$ cat src/rtl/key_switch_capture.sv
// key_switch_capture
// Avalon-MM slave that presents debounced pushbuttons (active-low on the pins)
// and slide switches to the CPU. Adds a per-key press capture register, an
// interrupt mask and a wrapping 16-bit press counter.
//
// Ports:
//   clk_clk            : system clock, all logic on the rising edge
//   reset_reset        : synchronous, active-high reset
//   avs_address[1:0]   : word address (0 DATA, 1 IRQ_MASK, 2 EDGE_CAPTURE, 3 PRESS_COUNT)
//   avs_read/avs_write : bus strobes; a write wins when both are asserted
//   avs_writedata[31:0]: write data
//   avs_readdata[31:0] : read data, fixed latency 1, holds when not valid
//   avs_readdatavalid  : one-cycle read data strobe
//   irq                : level interrupt, registered OR of (EDGE_CAPTURE & IRQ_MASK)
//   keys_export        : raw keys, 0 = pressed, asynchronous
//   sw_export          : raw switches, asynchronous
//
// Build option:
//   KEYCAP_SW_DEBOUNCE_EN : defined -> switches get the same debouncer as keys;
//                           undefined -> switches are only 2-flop synchronized.

// Synchronizer plus per-bit debouncer. o_accept pulses in the cycle whose
// rising edge copies the synchronized value into the stable bit.
module key_switch_capture_debounce #(
  parameter int   W               = 1,
  parameter int   DEBOUNCE_CYCLES = 1,
  parameter logic RST_VAL         = 1'b0
) (
  input  logic         i_clk,
  input  logic         i_rst,
  input  logic [W-1:0] i_raw,
  output logic [W-1:0] o_stable,
  output logic [W-1:0] o_accept
);
  localparam int CNT_W = $clog2(DEBOUNCE_CYCLES + 1);
  // The edge that would take the counter to DEBOUNCE_CYCLES is the accept edge.
  localparam logic [CNT_W-1:0] CNT_LAST = CNT_W'(DEBOUNCE_CYCLES - 1);

  logic [W-1:0]     r_sync1;
  logic [W-1:0]     r_sync2;
  logic [W-1:0]     r_stable;
  logic [CNT_W-1:0] r_cnt [W];
  logic [W-1:0]     w_accept;

  // Two-flop synchronizer for the asynchronous pins
  always_ff @(posedge i_clk) begin
    if (i_rst) begin
      r_sync1 <= {W{RST_VAL}};
      r_sync2 <= {W{RST_VAL}};
    end else begin
      r_sync1 <= i_raw;
      r_sync2 <= r_sync1;
    end
  end

  // Accept decode: mismatch that has persisted long enough
  always_comb begin
    w_accept = '0;
    for (int i = 0; i < W; i++) begin
      if ((r_sync2[i] != r_stable[i]) && (r_cnt[i] == CNT_LAST)) begin
        w_accept[i] = 1'b1;
      end else begin
        w_accept[i] = 1'b0;
      end
    end
  end

  // Stable bits and their mismatch counters
  always_ff @(posedge i_clk) begin
    if (i_rst) begin
      r_stable <= {W{RST_VAL}};
      for (int i = 0; i < W; i++) begin
        r_cnt[i] <= '0;
      end
    end else begin
      for (int i = 0; i < W; i++) begin
        if (r_sync2[i] == r_stable[i]) begin
          r_cnt[i] <= '0;
        end else if (w_accept[i]) begin
          r_stable[i] <= r_sync2[i];
          r_cnt[i]    <= '0;
        end else begin
          r_cnt[i] <= r_cnt[i] + 1'b1;
        end
      end
    end
  end

  assign o_stable = r_stable;
  assign o_accept = w_accept;
endmodule

module key_switch_capture #(
  parameter int KEY_W           = 4,
  parameter int SW_W            = 10,
  parameter int DEBOUNCE_CYCLES = 50000
) (
  input  logic              clk_clk,
  input  logic              reset_reset,
  input  logic [1:0]        avs_address,
  input  logic              avs_read,
  output logic [31:0]       avs_readdata,
  output logic              avs_readdatavalid,
  input  logic              avs_write,
  input  logic [31:0]       avs_writedata,
  output logic              irq,
  input  logic [KEY_W-1:0]  keys_export,
  input  logic [SW_W-1:0]   sw_export
);
  logic [KEY_W-1:0] w_key_stable;
  logic [KEY_W-1:0] w_key_accept;
  logic [KEY_W-1:0] w_key_press;
  logic [SW_W-1:0]  w_sw_state;
  logic             w_wr_mask;
  logic             w_wr_edge;
  logic             w_wr_cnt;
  logic [31:0]      w_rd_data;
  logic             w_unused_wdata;

  logic [KEY_W-1:0] r_irq_mask;
  logic [KEY_W-1:0] r_edge_cap;
  logic [15:0]      r_press_cnt;
  logic             r_irq;
  logic [31:0]      r_readdata;
  logic             r_readdatavalid;

  function automatic logic [15:0] popcount(input logic [KEY_W-1:0] v);
    logic [15:0] n;
    n = 16'd0;
    for (int i = 0; i < KEY_W; i++) begin
      n = n + {15'd0, v[i]};
    end
    return n;
  endfunction

  key_switch_capture_debounce #(
    .W(KEY_W), .DEBOUNCE_CYCLES(DEBOUNCE_CYCLES), .RST_VAL(1'b1)
  ) u_key_db (
    .i_clk(clk_clk), .i_rst(reset_reset), .i_raw(keys_export),
    .o_stable(w_key_stable), .o_accept(w_key_accept)
  );

  // An accepted change on a key whose stable bit is 1 (released) is a press.
  assign w_key_press = w_key_accept & w_key_stable;

`ifdef KEYCAP_SW_DEBOUNCE_EN
  logic [SW_W-1:0] w_unused_sw_accept;

  key_switch_capture_debounce #(
    .W(SW_W), .DEBOUNCE_CYCLES(DEBOUNCE_CYCLES), .RST_VAL(1'b0)
  ) u_sw_db (
    .i_clk(clk_clk), .i_rst(reset_reset), .i_raw(sw_export),
    .o_stable(w_sw_state), .o_accept(w_unused_sw_accept)
  );
`else
  logic [SW_W-1:0] r_sw_sync1;
  logic [SW_W-1:0] r_sw_sync2;

  // Switch synchronizer only; no debounce
  always_ff @(posedge clk_clk) begin
    if (reset_reset) begin
      r_sw_sync1 <= '0;
      r_sw_sync2 <= '0;
    end else begin
      r_sw_sync1 <= sw_export;
      r_sw_sync2 <= r_sw_sync1;
    end
  end

  assign w_sw_state = r_sw_sync2;
`endif

  assign w_wr_mask      = avs_write && (avs_address == 2'd1);
  assign w_wr_edge      = avs_write && (avs_address == 2'd2);
  assign w_wr_cnt       = avs_write && (avs_address == 2'd3);
  assign w_unused_wdata = ^avs_writedata;

  // Read data multiplexer
  always_comb begin
    w_rd_data = 32'd0;
    case (avs_address)
      2'd0:    w_rd_data = 32'({w_sw_state, ~w_key_stable});
      2'd1:    w_rd_data = 32'(r_irq_mask);
      2'd2:    w_rd_data = 32'(r_edge_cap);
      2'd3:    w_rd_data = 32'(r_press_cnt);
      default: w_rd_data = 32'd0;
    endcase
  end

  // Mask, edge capture (set beats clear), press counter and interrupt
  always_ff @(posedge clk_clk) begin
    if (reset_reset) begin
      r_irq_mask  <= '0;
      r_edge_cap  <= '0;
      r_press_cnt <= 16'd0;
      r_irq       <= 1'b0;
    end else begin
      if (w_wr_mask) begin
        r_irq_mask <= avs_writedata[KEY_W-1:0];
      end
      if (w_wr_edge) begin
        r_edge_cap <= (r_edge_cap & ~avs_writedata[KEY_W-1:0]) | w_key_press;
      end else begin
        r_edge_cap <= r_edge_cap | w_key_press;
      end
      // A write restarts the count from this cycle's presses.
      if (w_wr_cnt) begin
        r_press_cnt <= popcount(w_key_press);
      end else begin
        r_press_cnt <= r_press_cnt + popcount(w_key_press);
      end
      r_irq <= |(r_edge_cap & r_irq_mask);
    end
  end

  // Read response: latency 1, data held between reads, suppressed by a write
  always_ff @(posedge clk_clk) begin
    if (reset_reset) begin
      r_readdata      <= 32'd0;
      r_readdatavalid <= 1'b0;
    end else if (avs_read && !avs_write) begin
      r_readdata      <= w_rd_data;
      r_readdatavalid <= 1'b1;
    end else begin
      r_readdatavalid <= 1'b0;
    end
  end

  assign avs_readdata      = r_readdata;
  assign avs_readdatavalid = r_readdatavalid;
  assign irq               = r_irq;
endmodule

$ cat config.mk
export PLATFORM = sky130hd
export DESIGN_NAME = key_switch_capture
export DESIGN_NICKNAME = d
export VERILOG_FILES = /design/src/rtl/key_switch_capture.sv
export SDC_FILE = /design/constraint.sdc
export NUM_CORES = 1
export LEC_CHECK = 0
export CAP_MARGIN = 5
export CORE_MARGIN = 2
export CORE_UTILIZATION = 55
export DETAILED_ROUTE_END_ITERATION = 6
export GPL_TIMING_DRIVEN = 0
export PLACE_DENSITY_LB_ADDON = 0.1
export SKIP_LAST_GASP = 1
export SLEW_MARGIN = 20
export SYNTH_ARGS = -nofsm -noshare
export SYNTH_HDL_FRONTEND = slang
export SYNTH_SLANG_ARGS = --single-unit
$ cat constraint.sdc
create_clock -name clk_clk -period 4.95 [get_ports clk_clk]
set_clock_uncertainty 0.1 [all_clocks]
set_input_delay 0.99 -clock clk_clk [delete_from_list [all_inputs] [get_ports clk_clk]]
set_output_delay 0.99 -clock clk_clk [all_outputs]
set_load 0.03 [all_outputs]
==> flow_summary.ini <==
[outcome]
status = complete, no violations

[sta]
fin_crit_ps = 4240
final.period_utilization_pct = 85.7
setup_slack_ps = 709
worstMarginPinSlew_ps = 783
setup_viol = 0
rsz0062_at_grt = no
slew_headroom_pct = 47.4
fmax_mhz = 236
maxSlewViolCount = 0
hold_violations = 0
finalSetupTns_ps = 0

[power]
p_int_mw = 2.12
pwr-share-comb_pct = 5.3
p_switching_mw = 0.604
seqPwrFrac_pct = 46.4
pwr-share-clk_pct = 48.3
p_sw_share_pct = 22.2
leakagePower_nw = 2.93
power_mw = 2.72
ir_drop_uv = 344
p_per_area_mw_per_mm2 = 341

[routing]
drc_errors = 0
dr.pass1.iters = 4
wl_um = 12700
drt_iter0_markers = 362
wl_per_cell_um = 13.5
vias = 4850
via_per_inst = 5.18
detail-route-antenna-nets = 0

[floorplan]
num_rows = 39
die_area_mm2 = 0.0126
die_x_um = 112
start_util_pct = 56.4
io_pins = 86
core_mm2 = 0.0115
die_h_um = 112

[cells_and_area]
layout_commonest_cell = nor2_1
layout_common_cells = 103 x nor2_1, 80 x conb_1, 74 x dfxtp_1, 64 x edfxtp_1, 59 x xnor2_1
final_area_mm2 = 0.00799
postLayoutCoreUtil_pct = 69.7
n_antenna_cell = 0
layout-drive-gt1-share_pct = 8.44
area_growth_pct = 23.5
fin_nets = 844

[clock_network]
post_cts_buffers = 0
cts_resized = 0
clock_path_buffers = 2
cts_root_buf = clkbuf_16
clk_pin_slew_ps = 60
clk_latency_ps = 420
cts_buffers = 17
cts_hold_buffers = 0
cts_sinks = 138
tritoncts = done
htreeDepth = 4

[setup_path]
cp_slowest_cell = fa_1
r2r_setup_slack_ps = 710
worstReg2RegStart = u_key_db.r_cnt[1][0]
r2r_end = r_press_cnt[4]
r2r_cells = 13
arrival_ps = 4430
path_cells = ha_1, nand3_1, nand4b_1, or3_1, fa_1, inv_1, ha_1, ha_1, fa_1, a21oi_1, nor2b_1, xnor2_1, nor2_1
start_kind = flip-flop
worst-path-max-fanout = 7
crit_top_cell = ha_1
critPathKind = reg2reg
critPathCaptureType = flip-flop
critPathRequiredTime_ps = 5140
critical-path-max-stage-delay_ps = 520

[synth]
synth_area_per_cell_um2 = 10.1
synth_ff_type = dfxtp_1
yosys.cell_types.count = 49
synthCells = 643
ys_seq_elements = 138
synth.cell_area_mm2 = 0.00647
synth_warnings = 0
synth_edf_count = 64
synthArstFlopShare_pct = 0
synth-seq-area-share_pct = 52.6

[hold_path]
whs_path_depth = 1
holdPathEnd = u_key_db.r_sync2[0]
min_path_type = reg2reg
worstHoldStart = u_key_db.r_sync1[0]

[global_route]
grt_usage_pct = 21.0
grt_max_degree = 17
grt_pass1_vias = 4708
overflow = 0
grt_pass1_wl_um = 21300
antenna_found_initial = 0

[placement]
dpl.hpwl_um = 9190
preCtsSetupSlack_ps = 671
place.gp.congestion = 0.851
port_buffers = 41
placed_cell_area_mm2 = 0.00735

[run]
maxCapViolCount = 0
==> cells in the mapped netlist, drive strengths merged (16+ instances only) <==
cell type    n  area share [%]
edfxtp      64              30
nor4        16             2.0
dfxtp       74              23
nand4       20             1.9
o21ai       17             1.3
buf         22             2.5
inv         23             1.3
xnor2       59             8.0
nor3        18             1.4
nand3       27             2.1
nand2       37             2.1
nor2b       22             2.1
nor2       103             6.0
a21oi       23             1.8
==> layer usage <==
metal | up-vias | wire length [um] | share of wire (%) | GRT usage, %
li1 | 2444 | - | - | -
met1 | 2270 | 5740 | 45 | 26.4
met2 | 120 | 6180 | 49 | 35.5
met3 | 16 | 577 | 4.6 | 5.99
met4 | 0 | 163 | 1.3 | 6.34
met5 | - | 0 | 0 | 0
==> worst max path at each step <==
| stage | startpoint | endpoint | slack, ps | depth (start not counted) |
|---|---|---|---|---|
| after CTS | u_key_db.r_cnt[1][0] | r_press_cnt[4] | 670 | 13 |
| after global placement | u_key_db.r_cnt[0][4] | r_press_cnt[14] | 690 | 12 |
| after detailed placement | u_key_db.r_cnt[1][0] | r_press_cnt[4] | 670 | 13 |
| after floorplan | u_key_db.r_cnt[0][12] | r_press_cnt[12] | 1180 | 12 |
| after global routing | u_key_db.r_cnt[1][0] | r_press_cnt[8] | 330 | 13 |
| final | u_key_db.r_cnt[1][0] | r_press_cnt[4] | 710 | 13 |
==> worst max-delay path: cells and delay by family (launching register included) <==
| family | cells | cell delay [ps] |
|---|---|---|
| XOR/XNOR | 1 | 180 |
| buffers and inverters | 1 | 40 |
| adder cells (fa/ha/maj) | 5 | 1690 |
| flip-flops | 1 | 410 |
| AND/OR/NAND/NOR | 5 | 1220 |
| AO/OA/AOI/OAI | 1 | 470 |
==> metrics by stage <==
step,std cells,hold slack [ps]
global route,937,314
CTS,937,317
floorplan,721,289
finish,937,315
global placement,905,295
detailed placement,905,304
==> flip-flops by register name, indices dropped and copies added (netlist names) <==
| name | count |
|---|---|
| avs_readdatavalid | 1 |
| r_sw_sync2 | 10 |
| u_key_db.r_sync1 | 4 |
| u_key_db.r_sync2 | 4 |
| u_key_db.o_stable | 4 |
| avs_readdata | 16 |
| u_key_db.r_cnt | 64 |
| r_irq_mask | 4 |
| r_edge_cap | 4 |
| irq | 1 |
| r_press_cnt | 16 |
| r_sw_sync1 | 10 |
==> power by group through the flow <==
stage,combinational (mW),clock (mW),sequential [mW]
after floorplan,0.0998,0,1.28
after global placement,0.138,0,1.28
after detailed placement,0.141,0,1.29
after CTS,0.142,1.33,1.26
after global routing,0.159,1.38,1.27
final,0.144,1.32,1.26
==> cell type report <==
| type | count | area, um^2 |
|---|---|---|
| flip-flops and latches | 138 | 3400 |
| clock inverters | 9 | 63.8 |
| repair buffers | 41 | 410 |
| plain buffers | 36 | 214 |
| inverters | 23 | 86.3 |
| well taps | 143 | 179 |
| clock buffers | 23 | 576 |
| fillers | 905 | 3480 |
| multi-input cells | 524 | 3060 |
==> kinds of logic after synthesis <==
logic type | Yosys count | share of synthesized area, %
other | 2 | 0.116
AND/OR/NAND/NOR | 286 | 22.8
XOR/XNOR | 67 | 9.08
buffers and inverters | 59 | 4.64
multiplexers | 7 | 1.28
AO/OA/AOI/OAI | 73 | 7.14
flip-flops | 138 | 52.6
adder cells (fa/ha/maj) | 11 | 2.36
(Power assumes the default switching activity.)
